--- src/rtl/ivl_uvm_ovl_fire_collector.sv ---
// OVL fire collector: per-checker saturating fail counts, sticky first-fail status, and a timestamped event FIFO.
// Events reach evt_valid one cycle after sampling; a full FIFO with no pop drops the candidate and flags overflow.

module ivl_uvm_ovl_fire_fifo #(
  parameter int W     = 8,
  parameter int DEPTH = 8
) (
  input  logic         clk,
  input  logic         rst_n,
  input  logic         flush,
  input  logic         push,
  input  logic [W-1:0] push_dat,
  input  logic         pop,
  output logic [W-1:0] head_dat,
  output logic         empty,
  output logic         full
);
  localparam int AW = $clog2(DEPTH);

  logic [AW-1:0] wr_ptr_q, wr_ptr_d;
  logic [AW-1:0] rd_ptr_q, rd_ptr_d;
  logic [AW:0]   count_q, count_d;
  logic [W-1:0]  mem_q [DEPTH];
  logic [W-1:0]  mem_d [DEPTH];
  logic          do_push;
  logic          do_pop;

  assign empty    = (count_q == '0);
  assign full     = (count_q == (AW+1)'(DEPTH));
  assign head_dat = mem_q[rd_ptr_q];

  always_comb begin
    do_pop   = pop & ~empty;
    // A full FIFO still takes a push when the head leaves in the same cycle.
    do_push  = push & (~full | do_pop);
    wr_ptr_d = wr_ptr_q;
    rd_ptr_d = rd_ptr_q;
    count_d  = count_q;
    mem_d    = mem_q;
    if (flush) begin
      wr_ptr_d = '0;
      rd_ptr_d = '0;
      count_d  = '0;
    end else begin
      if (do_push) begin
        mem_d[wr_ptr_q] = push_dat;
        wr_ptr_d        = wr_ptr_q + 1'b1;
      end
      if (do_pop) begin
        rd_ptr_d = rd_ptr_q + 1'b1;
      end
      case ({do_push, do_pop})
        2'b10:   count_d = count_q + 1'b1;
        2'b01:   count_d = count_q - 1'b1;
        default: count_d = count_q;
      endcase
    end
  end

  always_ff @(posedge clk or negedge rst_n) begin
    if (!rst_n) begin
      wr_ptr_q <= '0;
      rd_ptr_q <= '0;
      count_q  <= '0;
    end else begin
      wr_ptr_q <= wr_ptr_d;
      rd_ptr_q <= rd_ptr_d;
      count_q  <= count_d;
    end
  end

  always_ff @(posedge clk) begin
    mem_q <= mem_d;
  end
endmodule

module ivl_uvm_ovl_fire_collector #(
  parameter int NUM_CHK = 4,
  parameter int ID_W    = 4,
  parameter int CNT_W   = 8,
  parameter int TS_W    = 16,
  parameter int DEPTH   = 8
) (
  input  logic                 clk,
  input  logic                 reset,
  input  logic                 enable,
  input  logic                 clear,
  input  logic [3*NUM_CHK-1:0] fire_in,
  output logic                 evt_valid,
  input  logic                 evt_ready,
  output logic [ID_W-1:0]      evt_id,
  output logic [1:0]           evt_type,
  output logic [TS_W-1:0]      evt_time,
  input  logic [ID_W-1:0]      cnt_sel,
  output logic [CNT_W-1:0]     cnt_val,
  output logic                 any_fail,
  output logic [ID_W-1:0]      first_id,
  output logic                 overflow,
  output logic [CNT_W-1:0]     drop_cnt
);
  localparam int EW = ID_W + 2 + TS_W;
  localparam int SW = CNT_W + 7;
  localparam logic [CNT_W-1:0] CNT_MAX = {CNT_W{1'b1}};

  logic [TS_W-1:0]      ts_q, ts_d;
  logic [CNT_W-1:0]     cnt_q [NUM_CHK];
  logic [CNT_W-1:0]     cnt_d [NUM_CHK];
  logic                 any_fail_q, any_fail_d;
  logic [ID_W-1:0]      first_id_q, first_id_d;
  logic                 overflow_q, overflow_d;
  logic [CNT_W-1:0]     drop_cnt_q, drop_cnt_d;

  logic [3*NUM_CHK-1:0] fire_clean;
  logic                 sample;
  logic [NUM_CHK-1:0]   fires;
  logic [NUM_CHK-1:0]   fails;
  logic                 cand_vld;
  logic [ID_W-1:0]      cand_id;
  logic [1:0]           cand_type;
  logic                 fail_hit;
  logic [ID_W-1:0]      fail_id;
  logic [5:0]           n_fire;
  logic [5:0]           drop_inc;
  logic [SW-1:0]        drop_sum;
  logic                 pop;
  logic                 push_req;
  logic                 ovf_drop;
  logic                 fifo_empty;
  logic                 fifo_full;
  logic [EW-1:0]        head_dat;
  logic [ID_W-1:0]      head_id;
  logic [1:0]           head_type;
  logic [TS_W-1:0]      head_time;

  assign sample = enable & ~clear;
  assign pop    = evt_valid & evt_ready;

  // Only a definite 1 counts as a fire; X/Z on a checker output is ignored.
  always_comb begin
    fire_clean = '0;
    for (int i = 0; i < 3*NUM_CHK; i++) begin
      fire_clean[i] = (fire_in[i] === 1'b1);
    end
  end

  always_comb begin
    fires     = '0;
    fails     = '0;
    cand_vld  = 1'b0;
    cand_id   = '0;
    cand_type = 2'd0;
    fail_hit  = 1'b0;
    fail_id   = '0;
    n_fire    = '0;
    for (int k = 0; k < NUM_CHK; k++) begin
      fires[k] = sample & (|fire_clean[3*k +: 3]);
      fails[k] = sample & fire_clean[3*k];
      n_fire   = n_fire + 6'(fires[k]);
    end
    // Walk downwards so the lowest index is the one left standing.
    for (int k = NUM_CHK - 1; k >= 0; k--) begin
      if (fires[k]) begin
        cand_vld = 1'b1;
        cand_id  = ID_W'(k);
        if (fire_clean[3*k])        cand_type = 2'd0;
        else if (fire_clean[3*k+1]) cand_type = 2'd1;
        else                        cand_type = 2'd2;
      end
      if (fails[k]) begin
        fail_hit = 1'b1;
        fail_id  = ID_W'(k);
      end
    end
  end

  always_comb begin
    push_req = cand_vld;
    ovf_drop = push_req & fifo_full & ~pop;
    drop_inc = n_fire - 6'(cand_vld) + 6'(ovf_drop);
    drop_sum = SW'(drop_cnt_q) + SW'(drop_inc);
    ts_d     = ts_q + 1'b1;
    if (clear) begin
      any_fail_d = 1'b0;
      first_id_d = '0;
      overflow_d = 1'b0;
      drop_cnt_d = '0;
    end else begin
      any_fail_d = any_fail_q | fail_hit;
      first_id_d = (!any_fail_q && fail_hit) ? fail_id : first_id_q;
      overflow_d = overflow_q | ovf_drop;
      drop_cnt_d = (drop_sum > SW'(CNT_MAX)) ? CNT_MAX : drop_sum[CNT_W-1:0];
    end
    for (int k = 0; k < NUM_CHK; k++) begin
      if (clear)                              cnt_d[k] = '0;
      else if (fails[k] && cnt_q[k] != CNT_MAX) cnt_d[k] = cnt_q[k] + 1'b1;
      else                                    cnt_d[k] = cnt_q[k];
    end
  end

  always_ff @(posedge clk or negedge reset) begin
    if (!reset) begin
      ts_q       <= '0;
      cnt_q      <= '{default: '0};
      any_fail_q <= 1'b0;
      first_id_q <= '0;
      overflow_q <= 1'b0;
      drop_cnt_q <= '0;
    end else begin
      ts_q       <= ts_d;
      cnt_q      <= cnt_d;
      any_fail_q <= any_fail_d;
      first_id_q <= first_id_d;
      overflow_q <= overflow_d;
      drop_cnt_q <= drop_cnt_d;
    end
  end

  ivl_uvm_ovl_fire_fifo #(
    .W     (EW),
    .DEPTH (DEPTH)
  ) u_fifo (
    .clk      (clk),
    .rst_n    (reset),
    .flush    (clear),
    .push     (push_req),
    .push_dat ({cand_id, cand_type, ts_q}),
    .pop      (pop),
    .head_dat (head_dat),
    .empty    (fifo_empty),
    .full     (fifo_full)
  );

  assign {head_id, head_type, head_time} = head_dat;

  // Head fields read as zero while empty so reset leaves every output at 0.
  assign evt_valid = ~fifo_empty;
  assign evt_id    = evt_valid ? head_id   : '0;
  assign evt_type  = evt_valid ? head_type : 2'd0;
  assign evt_time  = evt_valid ? head_time : '0;

  always_comb begin
    cnt_val = '0;
    for (int k = 0; k < NUM_CHK; k++) begin
      if (cnt_sel == ID_W'(k)) cnt_val = cnt_q[k];
    end
  end

  assign any_fail = any_fail_q;
  assign first_id = first_id_q;
  assign overflow = overflow_q;
  assign drop_cnt = drop_cnt_q;
endmodule

--- config.mk ---
export PLATFORM = sky130hd
export DESIGN_NAME = ivl_uvm_ovl_fire_collector
export DESIGN_NICKNAME = d
export VERILOG_FILES = /design/src/rtl/ivl_uvm_ovl_fire_collector.sv
export SDC_FILE = /design/constraint.sdc
export NUM_CORES = 1
export LEC_CHECK = 0
export BUFFER_PORTS_ARGS = -buffer_cell sky130_fd_sc_hd__clkbuf_2
export CAP_MARGIN = 20
export CORE_MARGIN = 3
export CORE_UTILIZATION = 65
export DETAILED_ROUTE_END_ITERATION = 8
export GPL_TIMING_DRIVEN = 0
export PLACE_DENSITY = 0.95
export SYNTH_ARGS = -nofsm -noshare
export SYNTH_HDL_FRONTEND = slang
export SYNTH_SLANG_ARGS = --single-unit
--- constraint.sdc ---
create_clock -name clk -period 6.4 [get_ports clk]
set_input_delay 0.64 -clock clk [delete_from_list [all_inputs] [get_ports clk]]
set_output_delay 0.64 -clock clk [all_outputs]
set_load 0.01 [all_outputs]
==> metrics.yaml, run 1 <==
detail-route-antenna-nets: 0
grt_pass1_vias: 6615
path_buf_inv: 3
drtPass1Iterations: 6
area_growth_pct: 14.47
synth_top_cells_by_area: "edfxtp_1 47%, dfrtp_1 17%, mux4_2 8.7%"
tightest_slew_ns: 0.9315
netlist_instances: 702
grt_use_total: 0.2660
cts-buffers-inserted: 22
fin_cells: 1030
hold_viol_final: 0
nFillCells: 874
synth_edf_count: 160
whs_ns: 0.4925
slew_headroom: 0.3790
vdd_ir_drop_max_mv: 0.2596
root_buffer: "clkbuf_16"
overflow: 0
crit_top_cell: "ha_1"
htreeDepth: 1
core_area_mm2: 0.01537
num_antenna_cells: 0
p_total_w: 0.004203
insertion_delay_ns: 0.51
globalRouteMet1Util: 0.3515
fmax_ghz: 0.1995
worstHoldPathType: "primary input to flip-flop"
post-cts-setup-buffer-count: 0
avgSynthCellArea_um2: 14.70
die_h_um: 132.0
nNetsFinal: 851
leakagePower_nw: 4.517
crit_path_start_kind: "primary input"
netlist_area_mm2: 0.01032
yosysWarnings: 0
viasPerCell: 6.239
die_w_um: 132.0
clock_sinks: 230
wl_per_cell_um: 22.30
use_met2: 0.4632
setup_viol: 0
crit_arrival_ns: 5.37
yosysSeqAreaShare: 0.6354
ctsResizeCount: 0
dpl.hpwl_mm: 14.85
antenna_found_initial: 0
finalCritPeriodShare: 0.7831
layout-drive-gt1-share: 0.2295
period_minus_slack_ns: 5.012
rsz0062_at_grt: "false"
critPathSlowestCell: "a221oi_1"
synth_most_common_cell: "edfxtp_1"
skew_ns: 0.01232
maxCapViolations: 0
drcViolationCount: 0
slew_violations: 0
yosys.area.top_type_share: 0.4656
drtIter0Drc: 679
gp_congestion: 0.8931
dp_cells: 987
tns_ns: 0
start_util: 0.6713
vias: 6426
clock_path_buffers: 3
ys.flop_type: "edfxtp_1"
worstPathRequired_ns: 6.76
synth.distinct_cells: 57
synth_seq_cells: 230
cp_cell_sequence: "clkbuf_2, nor3_1, a21o_2, nand2_1, ha_1, fa_1, inv_1, ha_1, inv_1, fa_1, ha_1, nor3b_1, xor2_1, ha_1, a21oi_1, o21ai_0, a221oi_1, nand3b_1, a21oi_1"
worst_path_largest_cell_delay_ns: 0.44
grt_max_degree: 63
path_class: "primary input to flip-flop"
crit_family: "adder cells"
synthTopCellsByCount: "160 x edfxtp_1, 80 x nor2_1, 70 x dfrtp_1"
crit_path_max_fanout: 7
outcome: "finished, final reports clean"
io_pins: 66
num_rows: 45
fin_util: 0.7684
synth_top_area_cell: "edfxtp_1"
async_reset_ff_frac: 0.3043
cts_tree: "done"
grt_pass1_wl_mm: 36.22
cellPowerDensity_mw_per_mm2: 355.8
die_area_mm2: 0.01742
io_buffers: 60
grtUsageMet3: 0.04313
endpoint_kind: "flip-flop"
top_usage_layer: "met2"
clkTransAtPathRegs_ns: 0.07
drt-total-wl_mm: 22.97
-- state kept, by name, summed over array words and instances (netlist names) --
name	cells
overflow	1
u_fifo.mem_q	160
any_fail	1
first_id	2
drop_cnt	8
u_fifo.count_q	4
u_fifo.wr_ptr_q	3
cnt_q	32
ts_q	16
u_fifo.rd_ptr_q	3
-- cell families after synthesis --
kind of cell	Yosys count	synth area share
buf+inv	46	0.01904
compound gates	59	0.04147
xor+xnor	46	0.03904
other cells	1	0.0003634
flops	230	0.6354
mux	78	0.1262
simple gates	215	0.1028
fa+ha+maj	27	0.03565
-- per-stage QoR --
stage | worst slack, ns | instance area, um^2
3_5_place_dp | 0.9737 | 11080
6_report | 1.388 | 11810
3_3_place_gp | 1.172 | 10890
2_1_floorplan | 1.770 | 10330
4_1_cts | 1.459 | 11800
5_1_grt | 0.8624 | 11810
-- cell usage in the layout (no fill, tap or decap), drive strengths merged, types with 6 or more instances in the layout --
cell type / instances
a22oi: 8
and4: 6
xnor2: 24
nand3: 11
ha: 23
dfrtp: 70
mux4: 40
nand2b: 9
clkbuf: 99
clkinv: 10
xor2: 22
nor2: 81
edfxtp: 160
inv: 18
nor3: 18
nand2: 41
a21oi: 22
nand4: 12
mux2: 11
buf: 26
o21ai: 6
and3: 14
mux2i: 27
-- worst paths after layout --
path	from	end	slack [ns]	depth (start not counted)
max in group asynchronous	reset	ts_q[4]$_DFF_PN0_	5.29	3
setup reg to reg	u_fifo.count_q[1]$_DFFE_PN0P_	drop_cnt[1]$_DFF_PN0_	2.50	12
min in group asynchronous	reset	cnt_q[2]$_DFFE_PN0P_	0.54	2
hold / removal	enable	any_fail$_DFF_PN0_	0.49	3
setup / recovery	fire_in[9]	drop_cnt[1]$_DFF_PN0_	1.39	19
hold reg to reg	overflow$_DFF_PN0_	overflow$_DFF_PN0_	0.52	2
-- what timing repair did --
item,4_1_cts,5_1_grt
hold buffers,1,0
hold endpoints to repair,8,0
setup endpoints to repair,0,0
-- worst register-to-register path, cell delays in order (launching register included) --
cell	delay, ns
dfrtp_1	0.41
or3_4	0.41
or3b_4	0.40
a21oi_1	0.25
ha_1	0.23
nor3b_1	0.29
xor2_1	0.26
ha_1	0.31
a21oi_1	0.16
o21ai_0	0.16
a221oi_1	0.44
nand3b_1	0.32
a21oi_1	0.12
-- report_power, final --
group          total, W  internal (W)  switching [W]  leakage [nW]
combinational   0.00115      0.000497       0.000656          1.82
clock           0.00126      0.000717       0.000545         0.333
sequential      0.00179       0.00172      0.0000649          2.36
-- final cells by class --
class | count | area, um^2 | share of cell area
tap | 211 | 264.0 | 0.02235
inverter | 18 | 67.56 | 0.005720
clock buffer | 24 | 558.0 | 0.04725
timing repair buffer | 74 | 485.5 | 0.04110
sequential | 230 | 6556 | 0.5551
multi-input combinational | 429 | 3602 | 0.3050
buffer | 28 | 128.9 | 0.01091
clock inverter | 16 | 148.9 | 0.01261
-- routing by layer --
metal	routed length [um]	vias to the layer above
met4	639	0
met3	1615	56
met1	8927	3209
met5	0	-
li1	-	2834
met2	11790	327
Note: power is estimated with default switching activity, not from simulation.
==> inputs of run 2 (changes only) <==
--- a/config.mk
+++ b/config.mk
@@ -8,10 +8,10 @@
 export BUFFER_PORTS_ARGS = -buffer_cell sky130_fd_sc_hd__clkbuf_2
 export CAP_MARGIN = 20
 export CORE_MARGIN = 3
-export CORE_UTILIZATION = 65
+export CORE_UTILIZATION = 55
 export DETAILED_ROUTE_END_ITERATION = 8
 export GPL_TIMING_DRIVEN = 0
-export PLACE_DENSITY = 0.95
+export PLACE_DENSITY = 0.87
 export SYNTH_ARGS = -nofsm -noshare
 export SYNTH_HDL_FRONTEND = slang
 export SYNTH_SLANG_ARGS = --single-unit
==> constraint.sdc (replaced) <==
create_clock -name clk -period 4.3 [get_ports clk]
set_input_delay 0.43 -clock clk [delete_from_list [all_inputs] [get_ports clk]]
set_output_delay 0.43 -clock clk [all_outputs]
set_load 0.01 [all_outputs]
==> metrics.yaml, run 2 (same netlist as run 1, synthesis figures left out) <==
hp-start: "enable"
grt_pass1_vias: 6455
reg_top3: "u_fifo.mem_q: 160 flops, cnt_q: 32 flops, ts_q: 16 flops"
clock_sinks: 230
nFillCells: 1208
skew_ns: 0.01784
tns_ns: 0
io_pins: 66
intPower_w: 0.004590
crit_path_max_fanout: 7
multi_input_area_mm2: 0.003699
clkTransAtPathRegs_ns: 0.06
clock_path_buffers: 3
whs_ns: 0.2336
fmax_ghz: 0.2432
crit_path_start_kind: "primary input"
die_w_um: 143.0
cp_cell_sequence: "clkbuf_2, nor3_4, a21o_4, nand2_1, ha_1, fa_1, inv_1, ha_1, inv_1, fa_1, ha_4, nor3b_2, xor2_1, ha_1, a21oi_2, o21ai_2, a221oi_2, buf_4, and4_1, nor3_2"
maxCapViolations: 0
period_minus_slack_ns: 4.111
layout_common_cells: "160 x edfxtp_1, 74 x nor2_1, 70 x dfrtp_1"
outcome: "finished, final reports clean"
largest_reg_flops: 160
path_class: "primary input to flip-flop"
hold_viol_final: 0
viasPerCell: 6.013
r2r-start: "u_fifo.count_q[0]$_DFFE_PN0P_"
slew_headroom: 0.2211
grt_use_total: 0.2228
setup_viol: 0
globalRouteMet1Util: 0.2999
cts-buffers-inserted: 24
insertion_delay_ns: 0.52
layout-drive-gt1-share: 0.2506
fin_util: 0.6659
num_rows: 49
grtUsageMet3: 0.03784
top_usage_layer: "met2"
crit_arrival_ns: 4.48
pwr-share-seq: 0.409
dpl.hpwl_mm: 14.52
finalCritPeriodShare: 0.9561
nNetsFinal: 860
gp_congestion: 0.8911
core_area_mm2: 0.01821
worst_path_largest_cell_delay_ns: 0.44
wl_per_cell_um: 21.40
antenna_found_initial: 0
area_growth_pct: 17.51
crit_top_cell: "ha_1"
slew_violations: 0
power.switching_w: 0.001911
detail-route-antenna-nets: 0
drtIter0Drc: 510
tightest_slew_ns: 1.158
p_comb_frac: 0.267
use_met2: 0.3744
vdd_ir_drop_max_mv: 0.3290
switching_share: 0.2939
worstHoldPathType: "primary input to flip-flop"
drtPass1Iterations: 4
cellPowerDensity_mw_per_mm2: 536.1
io_buffers: 60
worstPathRequired_ns: 4.67
top_register: "u_fifo.mem_q"
endpoint_kind: "flip-flop"
critPathSlowestCell: "fa_1"
regArea_mm2: 0.006556
vias: 6368
r2r_setup_slack_ns: 0.56
crit_start: "fire_in[9]"
die_h_um: 143.0
overflow: 0
htreeDepth: 1
root_buffer: "clkbuf_16"
cts_tree: "done"
drt-total-wl_mm: 22.66
grt_pass1_wl_mm: 34.90
leakagePower_nw: 4.650
start_util: 0.5667
die_area_mm2: 0.02044
clock_power_share: 0.323
layout_commonest_cell: "edfxtp_1"
grt_max_degree: 45
drcViolationCount: 0
num_antenna_cells: 0
==> run 2: cell count changes in the layout (fill, tap and decap cells not counted), sizes merged <==
cell,previous run,this run
buf,26,35
bufinv,2,4
clkinv,10,13
clkinvlp,4,1
==> run 2: final cells by class <==
cell class / instances / share of cell area
plain buffers: 28 / 0.01083
clock buffers: 26 / 0.05015
clock inverters: 18 / 0.01641
inverters: 18 / 0.005572
multi-input cells: 429 / 0.3050
flip-flops and latches: 230 / 0.5407
well taps: 229 / 0.02363
repair buffers: 81 / 0.04767
==> run 2: per-stage QoR <==
step           setup WS, ns  total power, W  std cells  instance area (um^2)
2_1_floorplan   0.000008882        0.003814        705                 10340
3_3_place_gp        -0.7410        0.004286        994                 10930
3_5_place_dp        -0.8357        0.004407       1005                 11160
4_1_cts            0.008450        0.006532       1051                 12030
5_1_grt            -0.06711        0.006808       1059                 12130
6_report             0.1889        0.006501       1059                 12130
==> run 2: layer usage <==
layer	vias up	routed length (um)
met3	48	1502
li1	2853	-
met4	0	646
met1	3181	9143
met2	286	11370
met5	-	0
==> run 2: worst max-delay path: cells and delay by family <==
kind | cells | cell delay, ns
buffers and inverters | 4 | 0.46
adder cells (fa/ha/maj) | 6 | 1.86
XOR/XNOR | 1 | 0.25
AND/OR/NAND/NOR | 5 | 0.76
AO/OA/AOI/OAI | 4 | 0.73
==> run 2: final timing paths <==
kind / to / depth (start not counted)
setup / recovery: drop_cnt[7]$_DFF_PN0_ / 20
hold / removal: any_fail$_DFF_PN0_ / 3
setup reg to reg: drop_cnt[7]$_DFF_PN0_ / 13
hold reg to reg: overflow$_DFF_PN0_ / 2
max in group asynchronous: ts_q[0]$_DFF_PN0_ / 3
min in group asynchronous: cnt_q[16]$_DFFE_PN0P_ / 2
==> run 2: timing repair <==
action / CTS / global route
setup endpoints to repair: 8 / 8
pin swaps: 2 / 9
hold buffers: 1 / 0
resized for setup: 9 / 11
buffers inserted: 1 / 7
endpoints found under the hold margin: 26 / 0
==> run 2: power by group through the flow <==
| stage | registers, W | clock network, W | logic (W) |
|---|---|---|---|
| 5_1_grt | 0.00268 | 0.00222 | 0.00190 |
| 3_5_place_dp | 0.00270 | 0 | 0.00170 |
| 6_report | 0.00266 | 0.00210 | 0.00174 |
| 2_1_floorplan | 0.00269 | 0 | 0.00112 |
| 3_3_place_gp | 0.00270 | 0 | 0.00159 |
| 4_1_cts | 0.00266 | 0.00214 | 0.00173 |
